--- config.mk ---
export PLATFORM = sky130hd
export DESIGN_NAME = ecc_scrub_ctrl
export DESIGN_NICKNAME = d
export VERILOG_FILES = /design/src/rtl/ecc_bch15_pkg.sv /design/src/rtl/ecc_bch15_fix.sv /design/src/rtl/ecc_scrub_ctrl.sv
export SDC_FILE = /design/constraint.sdc
export NUM_CORES = 1
export LEC_CHECK = 0
export ABC_CLOCK_PERIOD_IN_PS = 3590
export CAP_MARGIN = 5
export CORE_MARGIN = 5
export CORE_UTILIZATION = 51
export CTS_CLUSTER_SIZE = 10
export DETAILED_ROUTE_END_ITERATION = 12
export GPL_ROUTABILITY_DRIVEN = 0
export PLACE_DENSITY = 0.78
export SLEW_MARGIN = 30
export SYNTH_ARGS = -nofsm -noshare
export SYNTH_HDL_FRONTEND = slang
export SYNTH_SLANG_ARGS = --single-unit
export TNS_END_PERCENT = 5
--- constraint.sdc ---
create_clock -name clk -period 3.59 [get_ports clk]
set_input_delay 0.718 -clock clk [delete_from_list [all_inputs] [get_ports clk]]
set_output_delay 0.718 -clock clk [all_outputs]
set_load 0.05 [all_outputs]
--- src/rtl/ecc_bch15_pkg.sv ---
// BCH(15,10) code helpers and scrubber state encoding.
// Codeword layout: parity in [14:10], data in [9:0].
package ecc_bch15_pkg;

  localparam int DATA_W = 10;
  localparam int PAR_W  = 5;
  localparam int CW_W   = 15;

  typedef enum logic [2:0] {
    S_IDLE,
    S_RD_REQ,
    S_RD_WAIT,
    S_CHECK,
    S_WR_REQ,
    S_NEXT
  } state_e;

  function automatic logic [PAR_W-1:0] bch15_encode(
    input logic [DATA_W-1:0] d
  );
    logic [PAR_W-1:0] p;
    p[0] = d[0] ^ d[1] ^ d[2] ^ d[4] ^ d[5] ^ d[8];
    p[1] = d[1] ^ d[2] ^ d[3] ^ d[5] ^ d[6] ^ d[9];
    p[2] = d[0] ^ d[1] ^ d[3] ^ d[5] ^ d[6] ^ d[7]
         ^ d[8];
    p[3] = d[1] ^ d[2] ^ d[4] ^ d[6] ^ d[7] ^ d[8]
         ^ d[9];
    p[4] = d[0] ^ d[1] ^ d[3] ^ d[4] ^ d[7] ^ d[9];
    return p;
  endfunction

  function automatic logic [PAR_W-1:0] bch15_syndrome(
    input logic [CW_W-1:0] cw
  );
    return bch15_encode(cw[DATA_W-1:0]) ^ cw[CW_W-1:DATA_W];
  endfunction

endpackage

--- src/rtl/ecc_bch15_fix.sv ---
// Single-error corrector for BCH(15,10) codewords.
// Any nonzero syndrome outside the table is uncorrectable.
module ecc_bch15_fix
  import ecc_bch15_pkg::*;
(
  input  logic [CW_W-1:0]   cw_i,
  output logic [DATA_W-1:0] data_o,
  output logic              corr_o,
  output logic              uncorr_o
);

  logic [PAR_W-1:0] syn;
  logic [CW_W-1:0]  flip;

  // Map the syndrome onto the single bit it points at.
  always_comb begin
    syn  = bch15_syndrome(cw_i);
    flip = '0;
    case (syn)
      5'b00001: flip[10] = 1'b1;
      5'b00010: flip[11] = 1'b1;
      5'b00100: flip[12] = 1'b1;
      5'b01000: flip[13] = 1'b1;
      5'b10000: flip[14] = 1'b1;
      5'b10101: flip[0]  = 1'b1;
      5'b11111: flip[1]  = 1'b1;
      5'b01011: flip[2]  = 1'b1;
      5'b10110: flip[3]  = 1'b1;
      5'b11001: flip[4]  = 1'b1;
      5'b00111: flip[5]  = 1'b1;
      5'b01110: flip[6]  = 1'b1;
      5'b11100: flip[7]  = 1'b1;
      5'b01101: flip[8]  = 1'b1;
      5'b11010: flip[9]  = 1'b1;
      default:  flip     = '0;
    endcase
    data_o   = cw_i[DATA_W-1:0] ^ flip[DATA_W-1:0];
    corr_o   = (syn != '0) && (flip != '0);
    uncorr_o = (syn != '0) && (flip == '0);
  end

endmodule

--- src/rtl/ecc_scrub_ctrl.sv ---
// Background scrubber: reads every word, rewrites
// single-bit errors, logs uncorrectable ones.
module ecc_scrub_ctrl
  import ecc_bch15_pkg::*;
#(
  parameter int ADDR_W = 8,
  parameter int DEPTH  = 256,
  parameter int CNT_W  = 16
) (
  input  logic              clk,
  input  logic              rst_n,
  input  logic              start,
  input  logic              abort,
  input  logic              clr_stats,
  output logic              mem_req,
  output logic              mem_we,
  output logic [ADDR_W-1:0] mem_addr,
  output logic [CW_W-1:0]   mem_wdata,
  input  logic              mem_gnt,
  input  logic              mem_rvalid,
  input  logic [CW_W-1:0]   mem_rdata,
  output logic              busy,
  output logic              done,
  output logic              aborted,
  output logic [CNT_W-1:0]  corr_cnt,
  output logic [CNT_W-1:0]  uncorr_cnt,
  output logic [ADDR_W-1:0] last_uncorr_addr,
  output logic              irq_uncorr
);

  localparam logic [ADDR_W-1:0] LAST_ADDR =
    ADDR_W'(DEPTH - 1);

  state_e              state_q;
  logic [ADDR_W-1:0]   addr_q;
  logic [CW_W-1:0]     rdata_q;
  logic [CW_W-1:0]     wdata_q;
  logic                req_q;
  logic                we_q;
  logic                abort_q;
  logic                done_q;
  logic                aborted_q;
  logic [CNT_W-1:0]    corr_q;
  logic [CNT_W-1:0]    uncorr_q;
  logic [ADDR_W-1:0]   last_q;
  logic                irq_q;

  logic [DATA_W-1:0]   fix_data;
  logic                fix_corr;
  logic                fix_uncorr;

  ecc_bch15_fix u_fix (
    .cw_i     (rdata_q),
    .data_o   (fix_data),
    .corr_o   (fix_corr),
    .uncorr_o (fix_uncorr)
  );

  // Scrub sequencer, request outputs and error statistics.
  always_ff @(posedge clk or negedge rst_n) begin
    if (!rst_n) begin
      state_q   <= S_IDLE;
      addr_q    <= '0;
      rdata_q   <= '0;
      wdata_q   <= '0;
      req_q     <= 1'b0;
      we_q      <= 1'b0;
      abort_q   <= 1'b0;
      done_q    <= 1'b0;
      aborted_q <= 1'b0;
      corr_q    <= '0;
      uncorr_q  <= '0;
      last_q    <= '0;
      irq_q     <= 1'b0;
    end else begin
      done_q    <= 1'b0;
      aborted_q <= 1'b0;
      if (abort && state_q != S_IDLE) begin
        abort_q <= 1'b1;
      end
      if (clr_stats) begin
        corr_q   <= '0;
        uncorr_q <= '0;
        last_q   <= '0;
        irq_q    <= 1'b0;
      end
      case (state_q)
        S_IDLE: begin
          if (start) begin
            addr_q  <= '0;
            req_q   <= 1'b1;
            we_q    <= 1'b0;
            state_q <= S_RD_REQ;
          end
        end
        S_RD_REQ: begin
          if (mem_gnt) begin
            req_q   <= 1'b0;
            state_q <= S_RD_WAIT;
          end
        end
        S_RD_WAIT: begin
          if (mem_rvalid) begin
            rdata_q <= mem_rdata;
            state_q <= S_CHECK;
          end
        end
        S_CHECK: begin
          if (fix_corr) begin
            if (!clr_stats && corr_q != '1) begin
              corr_q <= corr_q + CNT_W'(1);
            end
            wdata_q <= {bch15_encode(fix_data), fix_data};
            req_q   <= 1'b1;
            we_q    <= 1'b1;
            state_q <= S_WR_REQ;
          end else begin
            if (fix_uncorr && !clr_stats) begin
              if (uncorr_q != '1) begin
                uncorr_q <= uncorr_q + CNT_W'(1);
              end
              last_q <= addr_q;
              irq_q  <= 1'b1;
            end
            state_q <= S_NEXT;
          end
        end
        S_WR_REQ: begin
          if (mem_gnt) begin
            req_q   <= 1'b0;
            we_q    <= 1'b0;
            state_q <= S_NEXT;
          end
        end
        S_NEXT: begin
          if (abort_q || abort) begin
            done_q    <= 1'b1;
            aborted_q <= 1'b1;
            abort_q   <= 1'b0;
            state_q   <= S_IDLE;
          end else if (addr_q == LAST_ADDR) begin
            done_q    <= 1'b1;
            abort_q   <= 1'b0;
            state_q   <= S_IDLE;
          end else begin
            addr_q  <= addr_q + ADDR_W'(1);
            req_q   <= 1'b1;
            we_q    <= 1'b0;
            state_q <= S_RD_REQ;
          end
        end
        default: begin
          req_q   <= 1'b0;
          we_q    <= 1'b0;
          abort_q <= 1'b0;
          state_q <= S_IDLE;
        end
      endcase
    end
  end

  assign busy             = (state_q != S_IDLE);
  assign mem_req          = req_q;
  assign mem_we           = we_q;
  assign mem_addr         = addr_q;
  assign mem_wdata        = wdata_q;
  assign done             = done_q;
  assign aborted          = aborted_q;
  assign corr_cnt         = corr_q;
  assign uncorr_cnt       = uncorr_q;
  assign last_uncorr_addr = last_q;
  assign irq_uncorr       = irq_q;

endmodule

==> results of run 1 <==
==> kinds of logic after synthesis <==
logic type	count (synthesis)	synth area share (%)
xor+xnor	88	19.3
simple gates	196	18.4
flops	87	42.7
buf+inv	29	2.80
compound gates	83	11.7
fa+ha+maj	3	0.736
mux	20	4.34
==> worst max-delay path by stage <==
stage | from | depth (start not counted) | slack [ns] | end
global route | rdata_q[8] | 9 | 0.06 | uncorr_cnt[0]
floorplan | rdata_q[6] | 9 | 0.78 | mem_wdata[13]
finish | rdata_q[8] | 9 | 0.25 | uncorr_cnt[0]
CTS | rdata_q[8] | 8 | 0.29 | uncorr_cnt[8]
detailed placement | rdata_q[8] | 9 | 0.31 | uncorr_cnt[0]
global placement | rdata_q[5] | 9 | 0.44 | uncorr_cnt[0]
==> cell usage after synthesis (6+ instances only) <==
library cell,instances,area share [%]
dfrtp_1,87,43
and3_1,10,1.2
o21ai_0,25,2.5
buf_2,9,0.88
nor2_1,52,3.8
nor3_1,15,1.5
a21oi_1,22,2.2
xnor2_2,11,3.5
nand3_1,23,2.3
xor2_1,16,2.7
nand2_1,61,4.5
mux2_2,17,3.8
nor4_1,6,0.74
nor4b_1,6,1.0
xnor2_1,52,8.9
a2111oi_2,7,2.1
clkbuf_1,11,0.81
==> flip-flops by register name, summed over array words and instances, names as in the netlist, 3 cells and up <==
register	flops
uncorr_cnt	16
rdata_q	15
mem_wdata	15
state_q	3
mem_addr	8
last_uncorr_addr	8
corr_cnt	16
==> routing by layer <==
metal / wire (um) / track usage [%] / up-vias
li1: - / - / 1946
met1: 5010 / 27.2 / 1967
met2: 5710 / 32.6 / 120
met3: 531 / 3.09 / 23
met4: 299 / 9.88 / 0
met5: 0 / 0 / -
==> critical path: stages (launching register included) <==
cell and delay, ns:
dfrtp_1 0.45, xnor2_1 0.41, xor3_1 0.68, nor4_1 0.37
a31oi_1 0.09, a32o_1 0.32, o21bai_4 0.48, nor2_1 0.18
xnor2_1 0.18, nor2_1 0.06
==> stage by stage <==
| step | std cells | setup slack [ns] | hold WS (ns) | cell area, um2 |
|---|---|---|---|---|
| after CTS | 734 | 0.290 | 0.497 | 6400 |
| after floorplan | 506 | 0.778 | 0.422 | 5100 |
| after global placement | 718 | 0.437 | 0.464 | 6150 |
| after detailed placement | 718 | 0.314 | 0.478 | 6150 |
| after global routing | 734 | 0.0606 | 0.442 | 6400 |
| final | 734 | 0.251 | 0.381 | 6400 |
==> area by class of cell <==
| class | count | area, um2 |
|---|---|---|
| Fill cell | 800 | 3370 |
| Clock inverter | 5 | 104 |
| Clock buffer | 11 | 141 |
| Sequential cell | 87 | 2180 |
| Timing Repair Buffer | 103 | 1000 |
| Tap cell | 133 | 166 |
| Multi-Input combinational cell | 390 | 2790 |
| Inverter | 5 | 18.8 |
==> results.sh, run 1 <==
export IMPL_r2r_end="uncorr_cnt[0]"
export IMPL_yosys_warnings=0
export IMPL_worst_slew_pin_slew_ns=0.719
export IMPL_cp_max_fo=27
export IMPL_period_minus_slack_ns=3.34
export IMPL_portBuffers=90
export IMPL_tns_ns=0
export IMPL_wl_per_cell_um=15.7
export IMPL_cts_hold_buf=0
export IMPL_rsz0062_at_grt="no"
export IMPL_drive_gt1_share_pct=12.6
export IMPL_grt_usage_pct=20.4
export IMPL_htree_levels=3
export IMPL_insertion_delay_ns=0.36
export IMPL_hold_class="in -> async"
export IMPL_syn_nets=531
export IMPL_critPathKind="reg -> reg"
export IMPL_ys_seq_area_share_pct=42.7
export IMPL_required_ns=3.81
export IMPL_clkTransAtPathRegs_ns=0.09
export IMPL_core_area_um2=9770
export IMPL_final_util_pct=65.5
export IMPL_area_delta_synth_final_pct=25.5
export IMPL_nNetsFinal=621
export IMPL_relSlewSlack_pct=51.9
export IMPL_numCtsBuffers=9
export IMPL_layout_common_cells="89 x clkdlybuf4s50_1, 87 x dfrtp_1, 61 x nand2_1, 52 x xnor2_1, 52 x nor2_1"
export IMPL_grt_pass1_wl_um=19400
export IMPL_status="complete, no violations"
export IMPL_dpl_hpwl_um=8570
export IMPL_synth_seq_cells=87
export IMPL_hold_violations=0
export IMPL_drc=0
export IMPL_startpoint_type="flip-flop"
export IMPL_regToRegSetupSlack_ns=0.25
export IMPL_synth_distinct_cells=59
export IMPL_async_reset_ff_share_pct=100
export IMPL_post_route_period_util_pct=93.0
export IMPL_die_area_um2=12100
export IMPL_r2r_start="rdata_q[8]"
export IMPL_start_util_pct=52.2
export IMPL_cts_path_max_buffers=2
export IMPL_cts_resized=0
export IMPL_cts_sinks=87
export IMPL_grt_pass1_vias=4040
export IMPL_num_rows=36
export IMPL_drtAntennaViolNets=0
export IMPL_maxSlewViolCount=0
export IMPL_cap_violations=0
export IMPL_cts_tree="yes"
export IMPL_finalSetupViolCount=0
export IMPL_firstDrtPassIters=5
export IMPL_fmax_ghz=0.300
export IMPL_die_h_um=110
export IMPL_syn_area_per_cell_um2=10.1
export IMPL_drtIter0Drc=200
export IMPL_gr_total_overflow=0
export IMPL_layout_commonest_cell="clkdlybuf4s50_1"
export IMPL_fin_skew_ns=0.00577
export IMPL_antenna_found_initial=0
export IMPL_cts_setup_buffers=0
export IMPL_io_pins=91
export IMPL_die_w_um=110
export IMPL_synthCells=506
export IMPL_vias=4056
export IMPL_grt_max_degree=78
export IMPL_synth_edff_count=0
export IMPL_ys_flop_type="dfrtp_1"
export IMPL_syn_cell_area_um2=5100
export IMPL_root_buffer="clkbuf_8"
export IMPL_reg2reg_depth=9
export IMPL_routed_via_density=5.53
export IMPL_antennaDiodeCount=0
export IMPL_cp_end_kind="flip-flop"
export IMPL_crit_arrival_ns=3.56
export IMPL_wl_um=11600
Power of run 1 is not shown: default switching activity piles up to over one toggle a cycle in this logic, so the estimate is an artifact.
==> run 2, diff against run 1 <==
--- a/config.mk
+++ b/config.mk
@@ -13,6 +13,7 @@
 export DETAILED_ROUTE_END_ITERATION = 12
 export GPL_ROUTABILITY_DRIVEN = 0
 export PLACE_DENSITY = 0.78
+export RECOVER_POWER = 100
 export SLEW_MARGIN = 30
 export SYNTH_ARGS = -nofsm -noshare
 export SYNTH_HDL_FRONTEND = slang
==> run 2 against run 1 <==
Effect of this change:
- the flow now finishes with violations (capacitance limit, slew limit)
- via count about the same
- global-route usage unchanged
- setup slack improved by 0.041 ns
- final cell count is the same
- hold slack gained 0.11 ns
- first-iteration DRC count did not move
- critical endpoint unchanged
- largest cell class unchanged
==> results.sh, run 2 (synthesis results as in run 1) <==
export IMPL_hold_class="reg -> reg"
export IMPL_status="finished with violations"
export IMPL_post_route_period_util_pct=91.9
export IMPL_vias=4052
export IMPL_core_area_um2=9770
export IMPL_cts_tree="yes"
export IMPL_routed_via_density=5.52
export IMPL_layout_common_cells="87 x dfrtp_1, 70 x dlygate4sd3_1, 61 x nand2_1, 52 x xnor2_1, 52 x nor2_1"
export IMPL_nFillCells=815
export IMPL_final_util_pct=65.0
export IMPL_worst_slew_pin_slew_ns=1.87
export IMPL_io_pins=91
export IMPL_rsz0062_at_grt="no"
export IMPL_num_rows=36
export IMPL_slowest_delay_ns=0.67
export IMPL_area_delta_synth_final_pct=24.6
export IMPL_dpl_hpwl_um=8570
export IMPL_cts_sinks=87
export IMPL_nNetsFinal=621
export IMPL_drive_gt1_share_pct=11.5
export IMPL_maxSlewViolCount=78
export IMPL_cp_end_kind="flip-flop"
export IMPL_cts_setup_buffers=0
export IMPL_die_h_um=110
export IMPL_cts_path_max_buffers=2
export IMPL_cp_slowest_cell="xor3_1"
export IMPL_grt_pass1_vias=4040
export IMPL_drtIter0Drc=200
export IMPL_finalSetupViolCount=0
export IMPL_relSlewSlack_pct=-24.8
export IMPL_crit_arrival_ns=3.52
export IMPL_tns_ns=0
export IMPL_firstDrtPassIters=5
export IMPL_cts_hold_buf=0
export IMPL_die_area_um2=12100
export IMPL_violations="capacitance limit, slew limit"
export IMPL_drtAntennaViolNets=0
export IMPL_grt_max_degree=78
export IMPL_cp_num_cells=9
export IMPL_gr_total_overflow=0
export IMPL_drc=0
export IMPL_layout_commonest_cell="dfrtp_1"
export IMPL_whs_path_depth=2
export IMPL_fin_skew_ns=0.00622
export IMPL_wl_um=11500
export IMPL_insertion_delay_ns=0.36
export IMPL_path_delay_family="XOR/XNOR gates"
export IMPL_startpoint_type="flip-flop"
export IMPL_root_buffer="clkbuf_8"
export IMPL_die_w_um=110
export IMPL_htree_levels=3
export IMPL_portBuffers=90
export IMPL_grt_usage_pct=20.4
export IMPL_placed_cell_area_um2=6150
export IMPL_cap_violations=1
export IMPL_cp_max_fo=27
export IMPL_numCtsBuffers=9
export IMPL_cts_resized=0
export IMPL_reg2reg_depth=9
export IMPL_grt_pass1_wl_um=19400
export IMPL_period_minus_slack_ns=3.30
export IMPL_hold_violations=0
export IMPL_critPathKind="reg -> reg"
export IMPL_wl_per_cell_um=15.7
export IMPL_required_ns=3.81
export IMPL_antenna_found_initial=0
export IMPL_final_cell_area_um2=6350
export IMPL_antennaDiodeCount=0
export IMPL_fmax_ghz=0.303
export IMPL_path_buf_inv=0
export IMPL_start_util_pct=52.2
export IMPL_crit_chain="xnor2_1, xor3_1, nor4_1, a31oi_1, a32o_1, o21bai_4, nor2_1, xnor2_1, nor2_1"
export IMPL_clkTransAtPathRegs_ns=0.09
==> run 2: changes by cell type in the layout (fill, tap and decap cells not counted), sizes merged <==
cell | previous run | this run
clkdlybuf4s50 | 89 | 19
dlygate4sd3 | 0 | 70
clkbuf | 11 | 16
buf | 14 | 9
==> run 2: cell type report <==
type	instances	area (um2)	area share (%)
Clock inverter	5	104	1.63
Clock buffer	11	141	2.23
Multi-Input combinational cell	390	2770	43.6
Sequential cell	87	2180	34.3
Inverter	5	18.8	0.295
Timing Repair Buffer	103	978	15.4
Tap cell	133	166	2.62
==> run 2: worst reg2reg max path, cell delays in order (launching register included) <==
cell and delay [ns]:
dfrtp_1 0.44, xnor2_1 0.40, xor3_1 0.67, nor4_1 0.36
a31oi_1 0.08, a32o_1 0.32, o21bai_4 0.48, nor2_1 0.18
xnor2_1 0.18, nor2_1 0.06
==> run 2: final timing paths <==
check                              startpoint                  end  slack (ns)
worst max-delay path               rdata_q[8]        uncorr_cnt[0]        0.29
worst min-delay path            mem_wdata[14]        mem_wdata[14]        0.49
worst max register to register     rdata_q[8]        uncorr_cnt[0]        0.29
worst min register to register  mem_wdata[14]        mem_wdata[14]        0.49
max in group asynchronous               rst_n  last_uncorr_addr[3]        1.62
min in group asynchronous               rst_n              mem_req        0.84
==> run 2: through the flow <==
step / instances / hold WS (ns) / worst slack [ns]
finish: 734 / 0.486 / 0.292
detailed placement: 718 / 0.478 / 0.314
global placement: 718 / 0.464 / 0.437
CTS: 734 / 0.497 / 0.290
floorplan: 506 / 0.422 / 0.778
global route: 734 / 0.533 / 0.0720
==> run 2: metal layers <==
metal	vias up	global-route usage, %	share of wire [%]
met5	-	0	0
met4	0	9.88	2.6
met3	23	3.09	4.3
met2	104	32.6	50
met1	1982	27.2	43
li1	1943	-	-
Power of run 2 is left out for the same reason.
==> run 3, diff against run 2 <==
--- a/config.mk
+++ b/config.mk
@@ -7,7 +7,7 @@
 export LEC_CHECK = 0
 export ABC_CLOCK_PERIOD_IN_PS = 3590
 export CAP_MARGIN = 5
-export CORE_MARGIN = 5
+export CORE_MARGIN = 2
 export CORE_UTILIZATION = 51
 export CTS_CLUSTER_SIZE = 10
 export DETAILED_ROUTE_END_ITERATION = 12
==> run 3 against run 2 <==
Effect of this change:
- the flow still finishes with violations (capacitance limit, slew limit)
- fmax fell by 2.2%
- cell area fell by 0.22%
- clock skew rose by 0.0024 ns
- setup slack got worse by 0.075 ns
- utilization rose by 0.16 points
- largest cell class unchanged
- flip-flop and latch count did not move
- first-iteration DRC count rose by 63%
==> results.sh, run 3 (synthesis results as in run 1) <==
export IMPL_final_cell_area_um2=6340
export IMPL_grt_max_degree=88
export IMPL_whs_path_depth=2
export IMPL_tns_ns=0
export IMPL_cts_resized=0
export IMPL_clkTransAtPathRegs_ns=0.09
export IMPL_grt_usage_pct=21.7
export IMPL_die_w_um=104
export IMPL_placed_cell_area_um2=6140
export IMPL_die_area_um2=10800
export IMPL_crit_arrival_ns=3.64
export IMPL_regToRegSetupSlack_ns=0.22
export IMPL_r2r_start="rdata_q[5]"
export IMPL_antenna_found_initial=0
export IMPL_setup_slack_ns=0.217
export IMPL_start_util_pct=52.4
export IMPL_firstDrtPassIters=4
export IMPL_hold_violations=0
export IMPL_rsz0062_at_grt="no"
export IMPL_min_to="mem_wdata[5]"
export IMPL_wl_um=11200
export IMPL_cts_path_max_buffers=2
export IMPL_worst_slew_pin_slew_ns=2.10
export IMPL_gr_total_overflow=0
export IMPL_cp_end_kind="flip-flop"
export IMPL_cp_max_fo=27
export IMPL_slowest_delay_ns=0.64
export IMPL_routed_via_density=5.42
export IMPL_status="finished with violations"
export IMPL_maxSlewViolCount=88
export IMPL_nNetsFinal=619
export IMPL_hp_start="mem_wdata[5]"
export IMPL_layout_common_cells="87 x dfrtp_1, 70 x dlygate4sd3_1, 61 x nand2_1, 53 x xnor2_1, 52 x nor2_1"
export IMPL_drc=0
export IMPL_root_buffer="clkbuf_8"
export IMPL_drive_gt1_share_pct=11.7
export IMPL_dpl_hpwl_um=8300
export IMPL_pre_cts_slack_ns=0.264
export IMPL_fin_skew_ns=0.00860
export IMPL_die_h_um=104
export IMPL_vias=3966
export IMPL_numCtsBuffers=9
export IMPL_cts_sinks=87
export IMPL_cap_violations=1
export IMPL_wl_per_cell_um=15.3
export IMPL_insertion_delay_ns=0.37
export IMPL_grt_pass1_wl_um=19000
export IMPL_fmax_ghz=0.296
export IMPL_cts_tree="yes"
export IMPL_drtAntennaViolNets=0
export IMPL_cts_setup_buffers=0
export IMPL_violations="capacitance limit, slew limit"
export IMPL_nFillCells=811
export IMPL_r2r_end="uncorr_cnt[13]"
export IMPL_io_pins=91
export IMPL_required_ns=3.86
export IMPL_finalSetupViolCount=0
export IMPL_layout_commonest_cell="dfrtp_1"
export IMPL_cp_slowest_cell="xnor3_1"
export IMPL_critPathKind="reg -> reg"
export IMPL_relSlewSlack_pct=-39.9
export IMPL_grt_pass1_vias=3828
export IMPL_post_route_period_util_pct=93.9
export IMPL_period_minus_slack_ns=3.37
export IMPL_reg2reg_depth=9
export IMPL_num_rows=36
export IMPL_core_area_um2=9730
export IMPL_startpoint_type="flip-flop"
export IMPL_portBuffers=90
export IMPL_htree_levels=3
export IMPL_antennaDiodeCount=0
export IMPL_cts_hold_buf=0
export IMPL_hold_class="reg -> reg"
export IMPL_drtIter0Drc=325
export IMPL_crit_chain="xor2_1, xnor3_1, xnor2_2, mux2i_1, o2111a_1, o21bai_4, nor4b_1, nor3b_1, a21o_1"
export IMPL_area_delta_synth_final_pct=24.3
==> run 3: cell types whose count changed in the layout (fill, tap and decap cells not counted), sizes merged <==
cell      before  now
bufinv         3    2
buf            9    8
clkinvlp       0    1
inv            6    5
==> run 3: worst max-delay path, delay by kind of cell, from the launching register on <==
kind,cells,cell delay (ns)
muxes,1,0.21
and+or+nand+nor,2,0.56
DFF,1,0.58
AOI/OAI and AO/OA,3,0.70
xor gates and xnor gates,3,1.21
==> run 3: per-stage QoR <==
step | instances | hold slack (ns) | util (%)
after global routing | 732 | 0.517 | 65.2
after floorplan | 506 | 0.422 | -
after detailed placement | 716 | 0.475 | 63.1
after global placement | 716 | 0.464 | 63.1
after CTS | 732 | 0.431 | 65.6
final | 732 | 0.477 | 65.2
==> run 3: how the worst max path moves through the flow <==
stage | start | cells after the start | slack (ns) | to
2_1_floorplan | rdata_q[6] | 9 | 0.78 | mem_wdata[13]
3_3_place_gp | rdata_q[8] | 9 | 0.41 | uncorr_cnt[0]
3_5_place_dp | rdata_q[5] | 9 | 0.26 | uncorr_cnt[13]
4_1_cts | rdata_q[5] | 9 | 0.24 | uncorr_cnt[13]
5_1_grt | rdata_q[5] | 9 | 0.02 | uncorr_cnt[13]
6_report | rdata_q[5] | 9 | 0.22 | uncorr_cnt[13]
==> run 3: routing by layer <==
metal  track usage (%)  share of wire [%]
met4              8.69                1.8
met1              29.3                 45
met3              3.32                4.3
met2              35.2                 49
met5                 0                  0
==> run 3: layout make-up <==
| type | instances | area (um2) | share of cell area, % |
|---|---|---|---|
| flip-flops and latches | 87 | 2180 | 34.3 |
| repair buffers | 101 | 967 | 15.3 |
| multi-input cells | 390 | 2770 | 43.7 |
| well taps | 133 | 166 | 2.62 |
| inverters | 5 | 18.8 | 0.296 |
| clock inverters | 4 | 76.3 | 1.20 |
| clock buffers | 12 | 165 | 2.61 |
Power of run 3 is left out for the same reason.
